--- config.mk ---
export PLATFORM = sky130hd
export DESIGN_NAME = booth_layer_accum
export DESIGN_NICKNAME = d
export VERILOG_FILES = /design/src/rtl/booth_layer_accum.sv
export SDC_FILE = /design/constraint.sdc
export NUM_CORES = 1
export LEC_CHECK = 0
export ABC_AREA = 1
export BUFFER_PORTS_ARGS = -buffer_cell sky130_fd_sc_hd__buf_2
export CORE_ASPECT_RATIO = 1.25
export CORE_MARGIN = 10
export CORE_UTILIZATION = 35
export DETAILED_ROUTE_END_ITERATION = 6
export PLACE_DENSITY = 0.56
export SYNTH_ARGS = -nofsm -noshare
export SYNTH_HDL_FRONTEND = slang
export SYNTH_SLANG_ARGS = --single-unit
export TNS_END_PERCENT = 5
--- constraint.sdc ---
create_clock -name clk -period 4.28 [get_ports clk]
set_input_delay 0.856 -clock clk [delete_from_list [all_inputs] [get_ports clk]]
set_output_delay 0.856 -clock clk [all_outputs]
set_load 0.01 [all_outputs]
--- src/rtl/booth_layer_accum.sv ---
// booth_layer_accum: serial radix-4 Booth multiplier, one 2-bit multiplier slice
// per cycle, exact 2*WIDTH-bit signed product over a valid/ready handshake.
module booth_layer_accum #(
    parameter int unsigned WIDTH = 16
) (
    input  logic                   clk,
    input  logic                   rst,
    input  logic                   in_valid,
    output logic                   in_ready,
    input  logic [WIDTH-1:0]       a,
    input  logic [WIDTH-1:0]       b,
    output logic                   out_valid,
    input  logic                   out_ready,
    output logic [2*WIDTH-1:0]     product,
    output logic                   busy
);

    localparam int unsigned PW    = 2 * WIDTH;
    localparam int unsigned NSL   = WIDTH / 2;
    localparam int unsigned IDX_W = (NSL > 1) ? $clog2(NSL) : 1;
    localparam logic [IDX_W-1:0] LAST_IDX = IDX_W'(NSL - 1);

    typedef enum logic [1:0] {
        S_IDLE = 2'd0,
        S_RUN  = 2'd1,
        S_DONE = 2'd2
    } state_t;

    state_t               state_q, state_d;
    logic                 in_ready_q, in_ready_d;
    logic                 out_valid_q, out_valid_d;
    logic                 busy_q, busy_d;

    logic [WIDTH-1:0]     a_q, a_d;
    logic [WIDTH:0]       bext_q, bext_d;
    logic [PW-1:0]        acc_q, acc_d;
    logic [IDX_W-1:0]     idx_q, idx_d;

    logic [IDX_W:0]       shamt;
    logic [2:0]           digit;
    logic [PW-1:0]        a_ext;
    logic [PW-1:0]        pp;

    // State register plus registered handshake/status flags
    always_ff @(posedge clk or posedge rst) begin
        if (rst) begin
            state_q     <= S_IDLE;
            in_ready_q  <= 1'b1;
            out_valid_q <= 1'b0;
            busy_q      <= 1'b0;
        end else begin
            state_q     <= state_d;
            in_ready_q  <= in_ready_d;
            out_valid_q <= out_valid_d;
            busy_q      <= busy_d;
        end
    end

    // Next-state logic; leaves RUN only after the last slice
    always_comb begin
        state_d = state_q;
        case (state_q)
            S_IDLE: if (in_valid)            state_d = S_RUN;
            S_RUN:  if (idx_q == LAST_IDX)   state_d = S_DONE;
            S_DONE: if (out_ready)           state_d = S_IDLE;
            default:                         state_d = S_IDLE;
        endcase
    end

    // Status flags decoded from the upcoming state so they register with it
    always_comb begin
        in_ready_d  = (state_d == S_IDLE);
        out_valid_d = (state_d == S_DONE);
        busy_d      = (state_d != S_IDLE);
    end

    // Booth digit for the current slice and its sign-extended partial product
    always_comb begin
        shamt = {idx_q, 1'b0};
        digit = bext_q[shamt +: 3];
        a_ext = {{WIDTH{a_q[WIDTH-1]}}, a_q};
        case (digit)
            3'b001, 3'b010: pp = a_ext;
            3'b011:         pp = a_ext << 1;
            3'b100:         pp = PW'(-(a_ext << 1));
            3'b101, 3'b110: pp = PW'(-a_ext);
            default:        pp = '0;
        endcase
    end

    // Operand capture and layer accumulation
    always_comb begin
        a_d    = a_q;
        bext_d = bext_q;
        acc_d  = acc_q;
        idx_d  = idx_q;
        case (state_q)
            S_IDLE: begin
                if (in_valid) begin
                    a_d    = a;
                    bext_d = {b, 1'b0};
                    acc_d  = '0;
                    idx_d  = '0;
                end
            end
            S_RUN: begin
                acc_d = acc_q + (pp << shamt);
                if (idx_q != LAST_IDX) begin
                    idx_d = idx_q + IDX_W'(1);
                end
            end
            default: ;
        endcase
    end

    // Datapath registers
    always_ff @(posedge clk or posedge rst) begin
        if (rst) begin
            a_q    <= '0;
            bext_q <= '0;
            acc_q  <= '0;
            idx_q  <= '0;
        end else begin
            a_q    <= a_d;
            bext_q <= bext_d;
            acc_q  <= acc_d;
            idx_q  <= idx_d;
        end
    end

    assign in_ready  = in_ready_q;
    assign out_valid = out_valid_q;
    assign busy      = busy_q;
    assign product   = acc_q;

endmodule
==> results.py, run 1 <==
metrics = {
    "clocking": {
        "insertion_delay_ns": 0.35,
        "hold_buffers": 0,
        "clockRootBuffer": "clkbuf_16",
        "ctsLongestPathBuffers": 2,
        "cts_tree": "built",
        "htree_levels": 3,
        "cts_made_buffers": 9,
        "clkSlewWorstSetupHoldPaths_ns": 0.06,
        "post_cts_buffers": 0,
        "cts_resized": 0,
        "clock_sinks": 72,
    },
    "logic_synthesis": {
        "synth_top_cell_area_share_pct": 27.3,
        "ys_warn_count": 0,
        "yosysMostFrequentCell": "nand2_1",
        "avgSynthCellArea_um2": 6.32,
        "netlist_top_cells_count": "nand2_1 (335), inv_1 (110), nand3_1 (90), o21ai_0 (89), nor2_1 (81)",
        "synth_edf_count": 0,
        "yosys-top-cells-area": "dfrtp_1 (27%), nand2_1 (19%), ha_1 (7.5%), nand3_1 (6.9%), o21ai_0 (6.9%)",
        "synth_top_area_cell": "dfrtp_1",
        "ys.flop_type": "dfrtp_1",
        "async_flop_share_pct": 100,
        "synth_seq_cells": 72,
        "seq_area_frac_synth_pct": 27.7,
        "synth_nets": 1104,
        "netlist_instances": 1028,
        "ys_types": 45,
        "netlist_area_mm2": 0.00650,
    },
    "worst_setup_path": {
        "crit_arrival_ns": 4.10,
        "critical-path-slowest-cell": "dfrtp_1",
        "critPathLaunchType": "register",
        "required_ns": 4.52,
        "path_class": "reg -> reg",
        "crit_path_max_fanout": 11,
        "path_cells": "buf_4 > nor2_1 > nand3_1 > nand2_2 > inv_2 > nand2_4 > nand3_4 > or2_0 > nand2_1 > nor2_1 > nand2_1 > nand3_1 > o21ai_1 > nand2_1 > nand2_1 > ha_1 > a21oi_1 > inv_1 > a31oi_1 > o21ai_0 > a21oi_1 > o21bai_1 > o21ai_0 > nand2_1",
        "crit_top_cell": "nand2_1",
        "slowest_delay_ns": 0.41,
        "cp-end-kind": "register",
    },
    "route": {
        "via_count": 6694,
        "drt_wl_total_um": 19400,
        "wl_per_cell_um": 14.6,
        "postRouteAntennaNets": 0,
        "drtPass1Iterations": 6,
        "drc": 0,
        "drt_iter0_drc": 447,
        "via_per_inst": 5.05,
    },
    "floorplan": {
        "io-pin-count": 71,
        "rows": 55,
        "die_h_um": 172,
        "initial_utilization_pct": 35.8,
        "dieArea_mm2": 0.0245,
        "core_mm2": 0.0182,
        "die_w_um": 142,
    },
    "timing": {
        "slew_headroom_pct": 51.8,
        "setup_viol": 0,
        "period_share_pct": 90.2,
        "finClkSkew_ns": 0.0112,
        "fin_crit_ns": 3.86,
        "rsz0062_at_grt": "true",
        "drv_slew": 0,
        "tightest_slew_ns": 0.721,
        "fmax_mhz": 259,
        "finalHoldViolCount": 0,
    },
    "outcome": {
        "status": "complete, no violations",
    },
    "cells_and_area": {
        "drive_above_1_share_pct": 13.7,
        "final_nets": 1168,
        "final_cells": 1325,
        "num_antenna_cells": 0,
        "area_growth_pct": 15.4,
    },
    "grt": {
        "grtUsageTotal_pct": 16.2,
        "antenna_found_initial": 0,
        "grt_first_pass_wirelength_um": 32500,
        "grt_pass1_vias": 6666,
        "grt_max_degree": 65,
        "overflow": 0,
    },
    "place": {
        "dp_hpwl_um": 15500,
        "placed_cells": 1308,
        "routabilityCongestion": 0.898,
        "port_buffers": 70,
    },
    "run": {
        "maxCapViolCount": 0,
    },
    "hold_path": {
        "hp-class": "reg -> reg",
    },
}
-- stage by stage --
step | cell area, um^2 | setup WS [ns] | utilization (%) | hold slack [ns] | setup TNS [ns]
floorplan | 6500 | 0.954 | - | 0.452 | 0
global placement | 7090 | 0.203 | 39.0 | 0.480 | 0
detailed placement | 7090 | 0.224 | 39.0 | 0.483 | 0
CTS | 7440 | 0.208 | 40.9 | 0.495 | 0
global route | 7500 | -0.0212 | 41.3 | 0.511 | -0.0453
finish | 7500 | 0.419 | 41.3 | 0.495 | 0
-- final timing paths --
kind | startpoint | end | depth (start not counted) | slack [ns]
worst min register to register | state_q[0] | out_valid | 1 | 0.49
worst max-delay path | idx_q[2] | product[16] | 24 | 0.42
min in group asynchronous | rst | bext_q[4] | 3 | 0.61
max in group asynchronous | rst | a_q[0] | 3 | 3.31
worst min-delay path | state_q[0] | out_valid | 1 | 0.49
worst max register to register | idx_q[2] | product[16] | 24 | 0.42
-- cells in the final DEF, fill, tap and decap left out, types with 4 or more instances in the layout --
cell	Yosys	routed
o21bai_1	4	4
nand2_4	5	5
inv_1	110	107
o21ai_1	6	7
nand2_2	7	8
clkbuf_16	0	9
xor2_1	11	11
ha_1	39	39
buf_2	3	70
o21ai_0	89	87
buf_4	4	16
nor2_1	81	77
inv_2	4	7
nand3_1	90	89
nor3_1	8	6
nand2_1	335	334
a21o_1	5	5
a21oi_1	61	60
dfrtp_1	71	70
nor2_2	3	5
a32o_1	6	6
nand4_1	27	27
nor2_4	4	7
-- area by class of cell --
cell class	instances	area [um^2]
well taps	228	285
fillers	2010	10700
clock inverters	6	116
repair buffers	86	470
multi-input cells	809	4170
clock buffers	10	229
inverters	114	428
flip-flops and latches	72	1800
-- logic make-up after synthesis --
kind of cell / after synthesis / synth area share, %
compound gates: 183 / 15.6
xor+xnor: 12 / 1.62
buf+inv: 148 / 9.18
fa+ha+maj: 40 / 7.81
flops: 72 / 27.7
simple gates: 573 / 38.1
-- flip-flops by register name, indices dropped and copies added (netlist names) --
register,flops
state_q,2
out_valid,1
idx_q,3
bext_q,16
product,32
busy,1
in_ready,1
a_q,16
-- per-layer routing --
| layer | wire length, um | global-route usage [%] |
|---|---|---|
| met1 | 8890 | 20.0 |
| met2 | 9290 | 27.3 |
| met3 | 638 | 2.33 |
| met4 | 556 | 7.03 |
| met5 | 0 | 0 |
-- worst max-delay path: cells and delay by family (launching register included) --
| kind | cells | cell delay, ns |
|---|---|---|
| simple gates | 13 | 1.46 |
| fa+ha+maj | 1 | 0.27 |
| buf+inv | 3 | 0.29 |
| compound gates | 7 | 1.29 |
| flops | 1 | 0.41 |
Power of run 1 is not shown: default switching activity piles up to over one toggle a cycle in this logic, so the estimate is an artifact.
==> run 2: changes to the inputs <==
--- a/config.mk
+++ b/config.mk
@@ -6,12 +6,13 @@
 export NUM_CORES = 1
 export LEC_CHECK = 0
 export ABC_AREA = 1
-export BUFFER_PORTS_ARGS = -buffer_cell sky130_fd_sc_hd__buf_2
 export CORE_ASPECT_RATIO = 1.25
 export CORE_MARGIN = 10
 export CORE_UTILIZATION = 35
 export DETAILED_ROUTE_END_ITERATION = 6
-export PLACE_DENSITY = 0.56
+export DONT_BUFFER_PORTS = 1
+export GPL_TIMING_DRIVEN = 0
+export PLACE_DENSITY_LB_ADDON = 0.25
 export SYNTH_ARGS = -nofsm -noshare
 export SYNTH_HDL_FRONTEND = slang
 export SYNTH_SLANG_ARGS = --single-unit
==> run 2 against run 1 <==
Compared with the run above:
- die area unchanged
- critical endpoint is now product[25]
- setup slack worse by 0.093 ns
- worst hold slack worse by 0.11 ns
- clock-buffer cell count down 1
- register-to-register slack worse by 0.09 ns
- cell count down 3.8%
- routed wire length up 2.7%
==> results.py, run 2 (synthesized netlist as in run 1, its figures left out) <==
metrics = {
    "cells_and_area": {
        "largest_register_ffs": 32,
        "area_growth_pct": 12.0,
        "final_cell_mix": "nand2_1 (331), inv_1 (108), nand3_1 (86), o21ai_0 (83), nor2_1 (79)",
        "final_core_util_pct": 40.1,
        "nFillCells": 2020,
        "multiInputGateArea_mm2": 0.00423,
        "drive_above_1_share_pct": 8.41,
        "final_nets": 1117,
        "register_area_mm2": 0.00180,
        "num_antenna_cells": 0,
        "final_cells": 1274,
        "final_common_cell": "nand2_1",
    },
    "clocking": {
        "clkSlewWorstSetupHoldPaths_ns": 0.07,
        "cts_tree": "built",
        "htree_levels": 3,
        "insertion_delay_ns": 0.35,
        "clock_sinks": 72,
        "clockRootBuffer": "clkbuf_16",
        "ctsLongestPathBuffers": 2,
        "hold_buffers": 0,
        "cts_made_buffers": 9,
    },
    "worst_setup_path": {
        "cp-end-kind": "register",
        "slowest_delay_ns": 0.38,
        "path_class": "reg -> reg",
        "critical-path-slowest-cell": "dfrtp_1",
        "critPathLaunchType": "register",
        "required_ns": 4.48,
        "crit_top_cell": "nand2_1",
        "crit_arrival_ns": 4.16,
        "crit_path_max_fanout": 10,
    },
    "place": {
        "placed_cells": 1257,
        "routabilityCongestion": 0.880,
        "dp_hpwl_um": 16400,
        "port_buffers": 0,
    },
    "hold_path": {
        "hp-class": "in -> async",
    },
    "route": {
        "drt_iter0_drc": 471,
        "drc": 0,
        "drtPass1Iterations": 6,
        "via_per_inst": 5.15,
        "postRouteAntennaNets": 0,
        "via_count": 6555,
        "drt_wl_total_um": 19900,
        "wl_per_cell_um": 15.6,
    },
    "timing": {
        "finClkSkew_ns": 0.0128,
        "finalHoldViolCount": 0,
        "drv_slew": 0,
        "slew_headroom_pct": 49.2,
        "fin_crit_ns": 3.95,
        "fmax_mhz": 253,
        "period_share_pct": 92.4,
        "setup_viol": 0,
        "rsz0062_at_grt": "true",
        "tightest_slew_ns": 0.759,
    },
    "grt": {
        "grt_max_degree": 39,
        "overflow": 0,
        "antenna_found_initial": 0,
        "grt_first_pass_wirelength_um": 32900,
        "grt_pass1_vias": 6523,
        "grtUsageTotal_pct": 16.6,
    },
    "floorplan": {
        "core_mm2": 0.0182,
        "die_h_um": 172,
        "die_w_um": 142,
        "io-pin-count": 71,
        "initial_utilization_pct": 35.8,
        "rows": 55,
        "dieArea_mm2": 0.0245,
    },
    "run": {
        "maxCapViolCount": 0,
    },
    "outcome": {
        "status": "complete, no violations",
    },
}
-- run 2: repair_timing --
| action | in CTS | in global routing |
|---|---|---|
| gates resized for setup | 0 | 38 |
| buffers inserted | 0 | 2 |
| setup endpoints to repair | 0 | 21 |
-- run 2: cell type report --
cell class | instances | area share [%]
plain buffers | 33 | 2.35
repair buffers | 3 | 0.481
inverters | 114 | 5.95
multi-input cells | 808 | 58.0
well taps | 228 | 3.92
clock inverters | 7 | 1.41
clock buffers | 9 | 3.09
flip-flops and latches | 72 | 24.8
-- run 2: metrics by stage --
step | setup slack [ns] | cell area, um^2 | setup TNS, ns | hold WS, ns
after global routing | -0.0587 | 7280 | -0.117 | 0.414
after CTS | 0.00723 | 7140 | 0 | 0.392
final | 0.326 | 7280 | 0 | 0.380
after detailed placement | 0.0478 | 6810 | 0 | 0.469
after global placement | 0.0111 | 6790 | 0 | 0.468
after floorplan | 0.954 | 6500 | 0 | 0.452
-- run 2: routing by layer --
metal	part of all wire, %	track usage [%]	vias up
li1	-	-	3405
met1	44	20.0	2987
met2	49	28.9	135
met3	4.4	3.05	28
met4	2.7	5.70	0
met5	0	0	-
-- run 2: worst max-delay path, delay by kind of cell, from the launching register on --
kind	cells	cell delay, ns
flops	1	0.38
xor+xnor	1	0.16
fa+ha+maj	1	0.34
simple gates	16	1.50
compound gates	5	0.79
buf+inv	5	0.63
-- run 2: worst paths after layout --
path / startpoint / to / slack [ns] / cells past startpoint
min in group clk: state_q[0] / out_valid / 0.48 / 1
min: rst / bext_q[6] / 0.38 / 1
max: idx_q[1] / product[25] / 0.33 / 28
min reg2reg: state_q[0] / out_valid / 0.48 / 1
max reg2reg: idx_q[1] / product[25] / 0.33 / 28
max in group asynchronous: rst / in_ready / 3.29 / 2
Power of run 2 is left out for the same reason.
==> run 3: changes to the inputs <==
--- a/config.mk
+++ b/config.mk
@@ -13,6 +13,7 @@
 export DONT_BUFFER_PORTS = 1
 export GPL_TIMING_DRIVEN = 0
 export PLACE_DENSITY_LB_ADDON = 0.25
+export REMOVE_ABC_BUFFERS = 1
 export SYNTH_ARGS = -nofsm -noshare
 export SYNTH_HDL_FRONTEND = slang
 export SYNTH_SLANG_ARGS = --single-unit
==> run 3 against run 2 <==
Compared with the run above:
- routed wire length decreased by 2.6%
- global-route usage decreased by 1.2 points
- cell area increased by 1.3%
- utilization increased by 0.52 points
- critical path type unchanged
==> results.py, run 3 (synthesized netlist as in run 1, its figures left out) <==
metrics = {
    "timing": {
        "finalHoldViolCount": 0,
        "tightest_slew_ns": 0.950,
        "drv_slew": 0,
        "fmax_mhz": 250,
        "fin_hold_ws_ns": 0.369,
        "period_share_pct": 93.4,
        "fin_crit_ns": 4.00,
        "slew_headroom_pct": 36.6,
        "setup_viol": 0,
        "finClkSkew_ns": 0.00707,
    },
    "floorplan": {
        "core_mm2": 0.0182,
        "rows": 55,
        "dieArea_mm2": 0.0245,
        "die_w_um": 142,
        "die_h_um": 172,
        "initial_utilization_pct": 35.8,
        "io-pin-count": 71,
    },
    "cells_and_area": {
        "nFillCells": 1968,
        "drive_above_1_share_pct": 10.7,
        "area_growth_pct": 13.5,
        "final_nets": 1107,
        "num_antenna_cells": 0,
        "largest_register_ffs": 32,
        "final_common_cell": "nand2_1",
        "final_cell_mix": "nand2_1 (331), inv_1 (107), nand3_1 (87), o21ai_0 (84), nor2_1 (75)",
    },
    "place": {
        "port_buffers": 0,
        "routabilityCongestion": 0.926,
        "dp_hpwl_um": 14600,
    },
    "worst_setup_path": {
        "critPathTopFamily": "simple AND/OR/NAND/NOR gates",
        "critical-path-slowest-cell": "dfrtp_4",
        "crit_path_max_fanout": 8,
        "critPathLaunchType": "register",
        "worstPathBufferInverterCount": 3,
        "slowest_delay_ns": 0.55,
        "crit_arrival_ns": 4.29,
        "crit_top_cell": "nand2_1",
        "cp-end-kind": "register",
        "required_ns": 4.58,
        "path_class": "reg -> reg",
    },
    "route": {
        "postRouteAntennaNets": 0,
        "drt_wl_total_um": 19400,
        "via_count": 6474,
        "drt_iter0_drc": 431,
        "via_per_inst": 5.12,
        "drc": 0,
        "wl_per_cell_um": 15.3,
        "drtPass1Iterations": 6,
    },
    "hold_path": {
        "hp-class": "in -> async",
    },
    "outcome": {
        "status": "complete, no violations",
    },
    "clocking": {
        "clockRootBuffer": "clkbuf_16",
        "cts_tree": "built",
        "insertion_delay_ns": 0.36,
        "ctsLongestPathBuffers": 2,
        "hold_buffers": 0,
        "cts_made_buffers": 9,
        "clock_sinks": 72,
        "clkSlewWorstSetupHoldPaths_ns": 0.06,
        "htree_levels": 3,
    },
    "grt": {
        "grt_first_pass_wirelength_um": 30600,
        "grtUsageTotal_pct": 15.4,
        "grt_max_degree": 66,
        "grt_pass1_vias": 6084,
        "overflow": 0,
        "antenna_found_initial": 0,
    },
    "run": {
        "maxCapViolCount": 0,
    },
}
-- run 3: cell count changes in the layout (fill, tap and decap cells not counted), sizes merged --
cell,previous run,this run
nor2,88,91
bufinv,2,1
inv,116,113
clkbuf,26,11
clkinvlp,1,4
buf,19,20
clkinv,2,4
-- run 3: cell type report --
cell class	count	area, um^2	area share (%)
inverter	114	459	6.22
tap	228	285	3.87
timing repair inverter	2	13.8	0.187
clock inverter	6	67.6	0.916
sequential	72	1810	24.6
clock buffer	10	239	3.24
timing repair buffer	21	189	2.56
multi-input combinational	811	4310	58.4
-- run 3: final timing paths --
check,from,endpoint,slack (ns),cells past startpoint
setup / recovery,idx_q[0],product[18],0.28,27
hold / removal,rst,bext_q[16],0.37,1
setup reg to reg,idx_q[0],product[18],0.28,27
hold reg to reg,state_q[0],out_valid,0.48,1
max in group asynchronous,rst,product[4],3.34,2
min in group clk,state_q[0],out_valid,0.48,1
-- run 3: timing repair --
action                     in CTS  in global routing
buffers inserted                4                 15
resized for setup              16                 41
pin swaps                       1                  7
gates cloned                    1                  4
setup endpoints to repair      28                 22
-- run 3: metrics by stage --
stage | cell area [um^2] | worst slack, ns | utilization, % | TNS [ns] | instances
detailed placement | 6660 | -1.12 | 36.7 | -22.54 | 1224
global route | 7380 | -0.0337 | 40.6 | -0.0940 | 1264
floorplan | 6330 | 0.184 | - | 0 | 994
CTS | 7050 | 0.00291 | 38.8 | 0 | 1245
global placement | 6620 | -1.19 | 36.4 | -24.12 | 1222
finish | 7380 | 0.283 | 40.6 | 0 | 1264
-- run 3: layer usage --
layer  vias up  GRT usage (%)  wire [um]
li1       3381              -          -
met5         -              0          0
met2       127           26.8       9620
met4         0           6.68        582
met1      2929           18.0       8370
met3        37           2.91        799
Power of run 3 is left out for the same reason.
